**src/rtl/simd_pkg.sv**
```systemverilog
// Shared types and constants for the SIMD convolution sequencer:
// Q8.8 constants, the default data width and the sequencer FSM encoding.
package simd_pkg;

  localparam int DW_DEF = 16;

  localparam logic [15:0] Q_ONE = 16'h0100;
  localparam logic [15:0] Q_MAX = 16'h7FFF;

  typedef enum logic [2:0] {
    S_IDLE,
    S_CLEAR,
    S_MAC,
    S_WAIT,
    S_CAPT,
    S_OUT,
    S_FIN
  } state_t;

  function automatic logic [15:0] sat_inc16(input logic [15:0] v);
    return (v == 16'hFFFF) ? v : v + 16'd1;
  endfunction

endpackage

```
**src/rtl/simd_stream_out_reg.sv**
```systemverilog
// Valid/ready output register: load captures a word and raises valid,
// pop drops valid; data is held stable while valid waits for ready.
module simd_stream_out_reg #(
  parameter int W = 64
) (
  input  logic         clk,
  input  logic         rst_n,
  input  logic         load,
  input  logic         pop,
  input  logic [W-1:0] din,
  output logic         valid,
  output logic [W-1:0] data
);

  always_ff @(posedge clk or negedge rst_n) begin
    if (!rst_n) begin
      valid <= 1'b0;
      data  <= '0;
    end else if (load) begin
      valid <= 1'b1;
      data  <= din;
    end else if (pop) begin
      valid <= 1'b0;
    end
  end

endmodule

```
**src/rtl/simd_conv_sequencer.sv**
```systemverilog
// Sequences a row of SIMD MAC PEs through convolution windows: clear, TAPS MACs, capture, emit.
// Optional SEQ_STALL_CNT_EN adds stall_cnt: saturating count of MAC cycles without a pixel.
module simd_conv_sequencer
  import simd_pkg::*;
#(
  parameter  int LANES = 4,
  parameter  int TAPS  = 9,
  parameter  int DW    = DW_DEF,
  localparam int TW    = $clog2(TAPS)
) (
  input  logic                clk,
  input  logic                rst_n,
  input  logic                start,
  input  logic [15:0]         num_win,
  output logic                busy,
  output logic                done,
  input  logic                px_valid,
  output logic                px_ready,
  input  logic [DW-1:0]       px_data,
  output logic [TW-1:0]       w_addr,
  input  logic [LANES*DW-1:0] w_rdata,
  output logic                pe_clr_acc,
  output logic                pe_en_mac,
  output logic [DW-1:0]       pe_pixel,
  output logic [LANES*DW-1:0] pe_weight,
  input  logic [LANES*DW-1:0] pe_result,
  output logic                res_valid,
  input  logic                res_ready,
  output logic [LANES*DW-1:0] res_data
`ifdef SEQ_STALL_CNT_EN
  ,
  output logic [15:0]         stall_cnt
`endif
);

  state_t        state, state_nxt;
  logic [15:0]   num_win_q;
  logic [15:0]   win;
  logic [TW-1:0] tap;
  logic          accept;
  logic          fire;
  logic          last_tap;
  logic          res_hs;

  assign accept   = (state == S_IDLE) && start;
  assign fire     = (state == S_MAC) && px_valid;
  assign last_tap = (tap == TW'(TAPS - 1));
  assign res_hs   = (state == S_OUT) && res_valid && res_ready;

  assign busy       = (state != S_IDLE);
  assign done       = (state == S_FIN);
  assign px_ready   = (state == S_MAC);
  assign pe_clr_acc = (state == S_CLEAR);
  // Look one tap ahead on a fire so the next cycle's read data already matches the next pixel.
  assign w_addr     = (state == S_MAC) ? tap + TW'(fire) : '0;

  always_ff @(posedge clk or negedge rst_n) begin
    if (!rst_n) state <= S_IDLE;
    else        state <= state_nxt;
  end

  always_comb begin
    state_nxt = state;
    unique case (state)
      S_IDLE:  if (start) state_nxt = (num_win == 16'd0) ? S_FIN : S_CLEAR;
      S_CLEAR: state_nxt = S_MAC;
      S_MAC:   if (fire && last_tap) state_nxt = S_WAIT;
      S_WAIT:  state_nxt = S_CAPT;
      S_CAPT:  state_nxt = S_OUT;
      S_OUT:   if (res_hs) state_nxt = (win + 16'd1 == num_win_q) ? S_FIN : S_CLEAR;
      S_FIN:   state_nxt = S_IDLE;
      default: state_nxt = S_IDLE;
    endcase
  end

  always_ff @(posedge clk or negedge rst_n) begin
    if (!rst_n) begin
      num_win_q <= '0;
      win       <= '0;
      tap       <= '0;
    end else begin
      if (accept) begin
        num_win_q <= num_win;
        win       <= '0;
      end else if (res_hs) begin
        win <= win + 16'd1;
      end
      if (state == S_CLEAR) tap <= '0;
      else if (fire)        tap <= tap + TW'(1);
    end
  end

  always_ff @(posedge clk or negedge rst_n) begin
    if (!rst_n) begin
      pe_en_mac <= 1'b0;
      pe_pixel  <= '0;
      pe_weight <= '0;
    end else begin
      pe_en_mac <= fire;
      if (fire) begin
        pe_pixel  <= px_data;
        pe_weight <= w_rdata;
      end
    end
  end

  // PE outputs have settled one cycle after the final accumulate; capture them in CAPT.
  simd_stream_out_reg #(.W(LANES * DW)) u_out (
    .clk   (clk),
    .rst_n (rst_n),
    .load  (state == S_CAPT),
    .pop   (res_hs),
    .din   (pe_result),
    .valid (res_valid),
    .data  (res_data)
  );

`ifdef SEQ_STALL_CNT_EN
  always_ff @(posedge clk or negedge rst_n) begin
    if (!rst_n)                           stall_cnt <= '0;
    else if (accept)                      stall_cnt <= '0;
    else if (state == S_MAC && !px_valid) stall_cnt <= sat_inc16(stall_cnt);
  end
`endif

endmodule

```
**config.mk**
```make
export PLATFORM = sky130hd
export DESIGN_NAME = simd_conv_sequencer
export DESIGN_NICKNAME = d
export VERILOG_FILES = /design/src/rtl/simd_pkg.sv /design/src/rtl/simd_stream_out_reg.sv /design/src/rtl/simd_conv_sequencer.sv
export SDC_FILE = /design/constraint.sdc
export NUM_CORES = 1
export LEC_CHECK = 0
export CORE_MARGIN = 10
export CORE_UTILIZATION = 45
export CTS_BUF_LIST = sky130_fd_sc_hd__clkbuf_16
export CTS_CLUSTER_DIAMETER = 120
export DETAILED_ROUTE_END_ITERATION = 12
export HOLD_SLACK_MARGIN = 0.08
export MAX_ROUTING_LAYER = met4
export PLACE_DENSITY = 0.9
export SLEW_MARGIN = 20
export SYNTH_ARGS = -nofsm -noshare
export SYNTH_HDL_FRONTEND = slang
export SYNTH_SLANG_ARGS = --single-unit
```
**constraint.sdc**
```tcl
create_clock -name clk -period 4.6 [get_ports clk]
set_input_delay 0.46 -clock clk [delete_from_list [all_inputs] [get_ports clk]]
set_output_delay 0.46 -clock clk [all_outputs]
set_load 0.005 [all_outputs]
```
# [Word level (Yosys, flattened, before mapping)]
# Index checks and enable logic that the tools add are counted.
[op_classes] addsub=3 n_eq_ne=11 muxes=13 reduce_logical=12
[op_table] cell="$mux 16" count=2
[op_table] cell="$pmux 3 s6" count=1
[op_table] cell="$add 16x1->16 const B" count=1
[op_table] cell="$eq 16x16->1" count=1
[op_table] cell="$logic_not 16->1" count=1
[op_table] cell="$mux 3" count=5
[op_table] cell="$mux 4" count=3
[op_table] cell="$eq 3x3->1 const B" count=3
[op_table] cell="$eq 3x2->1 const B" count=2
[op_table] cell="$reduce_bool 2->1" count=3
[op_table] cell="$logic_and 1x1->1" count=5
[op_table] cell="$add 4x1->4" count=1
[op_table] cell="$add 4x1->4 const B" count=1
[op_table] cell="$eq 4x4->1 const B" count=1
[op_table] cell="$ne 2x2->1 const B" count=2
[op_table] cell="$eq 3x1->1 const B" count=1
[op_table] cell="$logic_not 3->1" count=1
[op_table] cell="$reduce_and 3->1" count=1
[op_table] cell="$reduce_bool 3->1" count=1
[op_table] cell="$mux 1" count=2
[op_table] cell="$ne 2x1->1 const B" count=1
[word_totals] reg_bits=185 inputBits=165 out_inout_bits=154 wordCells=48

# [Logic depth before layout (Yosys ltp)]
[logic_depth] depth_word=5 ltp_mapped=9 ltp_nobuf=7

# [By module]
# A second synthesis with hierarchy kept.
[unflattened] cells_unflattened=575 hier_area_um2=8137.8
[modules_own_cells] module="simd_conv_sequencer" instances=1 cells_each=437 area_per_inst_um2=5522.8 seq_area_each_um2=3002.9
[modules_own_cells] module="simd_stream_out_reg" instances=1 cells_each=138 area_per_inst_um2=2615.0 seq_area_each_um2=1626.6

# [Worst setup path after synthesis]
# OpenSTA, ideal clock, no wires.
[synth_path] kind="register to output" startpoint="register state[0]" endpoint="output w_addr[2]" t_arrival_ps=2040 t_required_ps=4140 slack_ps=2100 stages_incl_launch_ff=10 path_buffers=3 cell_sequence="dfrtp_1 > buf_2 > nor3b_1 > and2_1 > clkbuf_1 > buf_2 > ha_1 > ha_1 > xor2_1 > and2_1"
[synth_between] elab_chain_len=4
[synth_lines] item="start, declared" line_no="simd_conv_sequencer.sv:36" rtl="state_t state, state_nxt;"
[synth_lines] item="start signal, assigned" line_no="simd_conv_sequencer.sv:59" rtl="else state <= state_nxt;"
[synth_lines] item="$eq 3x2->1"
[synth_lines] item="via px_ready" line_no="simd_conv_sequencer.sv:18" rtl="output logic px_ready,"
[synth_lines] item="$logic_and 1x1->1" line_no="simd_conv_sequencer.sv:46" rtl="assign fire = (state == S_MAC) && px_valid;"
[synth_lines] item="via fire" line_no="simd_conv_sequencer.sv:41" rtl="logic fire;"
[synth_lines] item="$add 4x1->4" line_no="simd_conv_sequencer.sv:55" rtl="assign w_addr = (state == S_MAC) ? tap + TW'(fire) : '0;"
[synth_lines] item="$mux 4" line_no="simd_conv_sequencer.sv:55"
[synth_lines] item="end, declared" line_no="simd_conv_sequencer.sv:20" rtl="output logic [TW-1:0] w_addr,"
# The timed path passes the listed nets, and every way through them passes these cells.

# [Worst setup path after layout]
[layout_path] startpoint="register state[1]" endpoint="output w_addr[2]"
[layout_between] elab_chain_len=4
[layout_lines] item="$eq 3x2->1 (*)" line_no="simd_conv_sequencer.sv:46, simd_conv_sequencer.sv:55"
[layout_lines] item="$logic_and 1x1->1" line_no="simd_conv_sequencer.sv:46"
[layout_lines] item="$add 4x1->4" line_no="simd_conv_sequencer.sv:55"
[layout_lines] item="$mux 4 (*)" line_no="simd_conv_sequencer.sv:55"
# Every way passes the cells marked *; elsewhere a longest branch is shown, timed or not.

==> results.md <==
Synthesis:
- In this run, synthesis inferred 0 flip-flops with an integrated enable.
- The cell area after technology mapping is 0.00780 mm^2.
- Yosys printed 0 warnings.
- In this run the biggest area consumer among cell types represents 59.3% of the synthesized area.
- The register area share after synthesis is 59.3%.
- For this run, asynchronously set or reset flops after synthesis account for 100%.
- The instance count of the mapped netlist is 567.
- Counting flops and latches in the post-synthesis netlist gives 185.
- The synthesized design spends more area on one cell type than any other, namely dfrtp_1.
- The most used flip-flop cell after synthesis is dfrtp_1.
- The mean cell area of the mapped netlist is about 14 um^2.
- The net count after synthesis is 737.
- By area the synthesized netlist is led by dfrtp_1 (59%), mux2_2 (22%), xnor2_1 (1.6%), xor2_1 (1.3%), o21ai_0 (1.0%).
- Yosys mapped the design onto 48 distinct sky130hd cell types.

STA:
- The total of endpoints with negative setup slack in the final report is 0.
- For the pin with the worst max-slew slack, the measured transition is 925 ps.
- The hold violation count in the final report came to 0.
- The sum of negative setup slack is 0 ps.
- The worst pin sits at a relative slew slack of 38.3%.
- The worst hold slack across all endpoints is 141 ps.
- The maximum clock rate is 302 MHz.
- Setup repair after global routing left no endpoint under its margin.
- The final-report max-slew violation count is 0.
- The worst setup margin is around 1300 ps.
- The maximum clock skew at final layout is 11.0 ps.
- The post-route fraction of the period consumed by the critical path is between 70% and 80%.
- The time the final worst path needs with I/O delays and setup is 3310 ps.

Critical path:
- The worst path arrival time is 2850 ps.
- STA classifies the critical path startpoint as a flip-flop.
- Counting both buffers and inverters, the worst setup path holds a total of 1.
- In this run the critical register-to-register path is launched from win[0]$_DFFE_PN0P_.
- In this run the register-to-register setup slack is 2000 ps.
- Among all stages on the critical path, the largest delay is contributed by nor3b_1.
- Counting stages on the worst path, the most repeated cell is ha_1.
- STA puts the critical path data required time at 4140 ps.
- The launching element of the worst setup path is state[1]$_DFFE_PN0P_.
- The biggest cell delay along the critical path is between 500 and 600 ps.
- The signal on the critical path passes through nor3b_1, and2_4, ha_1, ha_1, xor2_1, and2_1, clkdlybuf4s50_1.
- STA classifies the critical path endpoint as an output pin.
- The type of the worst setup path is flip-flop to output pin.
- The family with the most delay on the worst path is simple AND/OR/NAND/NOR gates.
- The largest fanout of any net on the critical path is 12.

CTS:
- The clock reaches the later pin of the worst-skew pair after 430 ps.
- The clock net in this run drives a total of around 190 sinks.
- The number of setup buffers added after CTS is 0.
- The buffer depth of the longest clock path is 2.
- The hold buffer count at CTS is 0.
- The clock tree from TritonCTS is yes.
- The H-tree generated during clock tree synthesis spans 4 levels.
- In this run the clock root is driven by a clkbuf_16.
- The clock transition time at the flip-flop clock pins of the worst setup and hold paths is approximately 70 ps.
- Clock tree synthesis inserted a total of 17 buffers.
- After clock tree synthesis, the repair step resized 0 gates.

Finish:
- The synthesis-to-layout area growth is 51.2%.
- The share of layout cells above drive strength 1 is ~23%.
- Excluding fillers, the count of instances in the completed layout stands at 1119.
- The number of nets in the final layout is 1050.

Route:
- The detailed-router iteration count before antenna repair is 5.
- The final routed wirelength across all metal layers is 23700 um.
- The number of remaining DRC errors is 0.
- Detailed routing inserted a total of 5756 vias.
- The ratio of routed vias to standard cells is 5.14.
- In the final routed layout, each cell accounts on average for 21.2 um.
- The number of nets with antenna violations after routing is 0.
- After the first detailed-routing iteration, the DRC count stood at roughly 240.

Pwr:
- Across the VDD grid, the largest voltage drop is 0.302 mV.
- Of the total power, registers draw 49.4%.
- The share of total power dissipated in the clock network is between 40% and 50%.
- The total power is 3.29 mW.
- Cell internal power was estimated by the tool at 2.53 mW.
- The net switching fraction of the power is about 23%.
- Power spread over the standard cell area amounts to 279 mW/mm^2.
- Combinational cells account for under 10% of the total power.
- The total leakage power is 5.40 nW.
- Summed over all nets, the switching power comes to roughly 760 uW.

Floorplan:
- The area of the die is 0.0230 mm^2.
- The initial utilization of the core area, before any placement, comes to 45.6%.
- The top-level I/O count is 319.
- The die is roughly 150 um wide.
- The chip height is 152 um.
- In this run the core area contains 48 standard-cell rows.
- The area of the core is 0.0171 mm^2.

Place:
- The number of input and output port buffers inserted is 318.
- The routability-driven placement congestion ratio is 0.826.
- The worst slack at placement is 1750 ps.
- Detailed placement ended at an HPWL of 18300 um.
- In this run, placement finished with an instance count of 1086.

GRT:
- In the global route stage, met3 resource usage came out at 10.5%.
- The met1 global-route usage is 21.1%.
- The overall overflow remaining after global route is 0.
- The number of global-route vias before repair was 6402.
- The initial antenna violation count is 1.
- The global-route usage over all layers is a little over a fifth.
- The layer flagged by global routing as most heavily used is met2.
- The first global-routing pass estimated 36100 um of wire.
- The pin count of the biggest net entering global routing is 100.
- For this run, global-route usage on met2 was measured as between 30 and 40%.

Flow run:
- The tool flagged a number of max-cap violations equal to 0.

Min path:
- In this run the worst hold path is classified as input port to asynchronous set/reset pin.

Run status:
- The flow ran to the end, and the final reports show no timing, DRC or antenna violations.
## layout by cell type, fill, tap and decap left out, drive strengths merged, types with 2 or more instances in the layout
| cell | Yosys | routed |
|---|---|---|
| clkdlybuf4s50 | 0 | 317 |
| and2 | 7 | 7 |
| o21ai | 23 | 23 |
| clkbuf | 10 | 17 |
| xnor2 | 14 | 14 |
| ha | 5 | 5 |
| nor4 | 6 | 6 |
| o22ai | 2 | 2 |
| nand4b | 2 | 2 |
| a21oi | 10 | 10 |
| or3 | 5 | 5 |
| mux2 | 160 | 160 |
| dfrtp | 185 | 185 |
| o31ai | 7 | 7 |
| nand2b | 4 | 4 |
| xor2 | 12 | 12 |
| nor3b | 3 | 3 |
| a21o | 2 | 2 |
| clkinvlp | 0 | 2 |
| inv | 7 | 14 |
| mux2i | 2 | 2 |
| nand4 | 7 | 7 |
| nor3 | 4 | 4 |
| buf | 19 | 6 |
| nand2 | 21 | 21 |
| or4 | 2 | 2 |
| nor2b | 6 | 6 |
| clkinv | 0 | 5 |
| and4 | 2 | 2 |
| o211ai | 3 | 3 |
| nor2 | 20 | 20 |
| nand3 | 5 | 5 |
| and3 | 3 | 3 |
## kinds of logic (layout without fill, tap and decap cells)
kind of cell,count (synthesis),after routing,synth area share (%)
adder cells (fa/ha/maj),5,5,0.802
AND/OR/NAND/NOR,98,98,7.02
buffers and inverters,36,362,2.21
flip-flops,185,185,59.3
AO/OA/AOI/OAI,55,55,4.35
XOR/XNOR,26,26,2.92
other,0,1,0
multiplexers,162,162,23.4
## state kept, by name, indices dropped and copies added, names as in the netlist
register and flops:
u_out.data 64, win 16, num_win_q 16, pe_en_mac 1, tap 4, state 3
pe_weight 64, u_out.valid 1, pe_pixel 16
## power groups by stage
stage	Sequential [mW]	Combinational (mW)	Clock, mW
floorplan	1.66	0.00176	0
global placement	1.66	0.173	0
detailed placement	1.66	0.177	0
global route	1.62	0.189	1.60
CTS	1.62	0.178	1.53
finish	1.63	0.174	1.49
## final timing paths
kind | end | cells past startpoint
worst max-delay path | w_addr[2] | 7
worst min-delay path | pe_weight[48]$_DFFE_PN0P_ | 1
worst max register to register | state[0]$_DFFE_PN0P_ | 7
worst min register to register | pe_pixel[1]$_DFFE_PN0P_ | 1
max in group asynchronous | u_out.data[32]$_DFFE_PN0P_ | 2
min in group clk | pe_pixel[1]$_DFFE_PN0P_ | 1
## metal layers
layer	routed length (um)	vias up
li1	-	2640
met1	8060	2889
met2	12800	187
met3	2240	40
met4	556	0
met5	0	-
## worst register-to-register path, cell delays in order (launching register included)
cell	delay [ps]
dfrtp_1	460
ha_1	330
nand4_2	180
or4_4	540
a32o_1	240
nor4_2	200
nand4_1	250
o31a_1	300
## Yosys cell counts, types with 5 or more instances
cell / n
buf_2: 12
nor4_1: 5
ha_1: 5
nand2_1: 20
inv_1: 7
o21ai_0: 16
or3_1: 5
xnor2_1: 14
mux2_2: 155
clkbuf_1: 10
and2_1: 7
o31ai_1: 7
o21ai_1: 7
mux2_1: 5
a21oi_1: 10
xor2_1: 12
nor2_1: 20
dfrtp_1: 185
nor2b_1: 6
buf_4: 6
nand4_1: 5
## final cells by class
type | instances | area [um^2]
Tap cell | 225 | 282
Clock buffer | 17 | 425
Clock inverter | 15 | 185
Inverter | 7 | 26.3
Antenna cell | 1 | 2.50
Sequential cell | 185 | 4630
Multi-Input combinational cell | 346 | 3010
Timing Repair Buffer | 323 | 3240
Fill cell | 1218 | 5320
## metrics by stage
step                cell area, um^2  util, %
floorplan                      7800        -
global placement              11200     65.3
detailed placement            11200     65.3
CTS                           11800     68.9
global route                  11800     68.9
finish                        11800     68.9
Power figures use the tool's default switching activity.
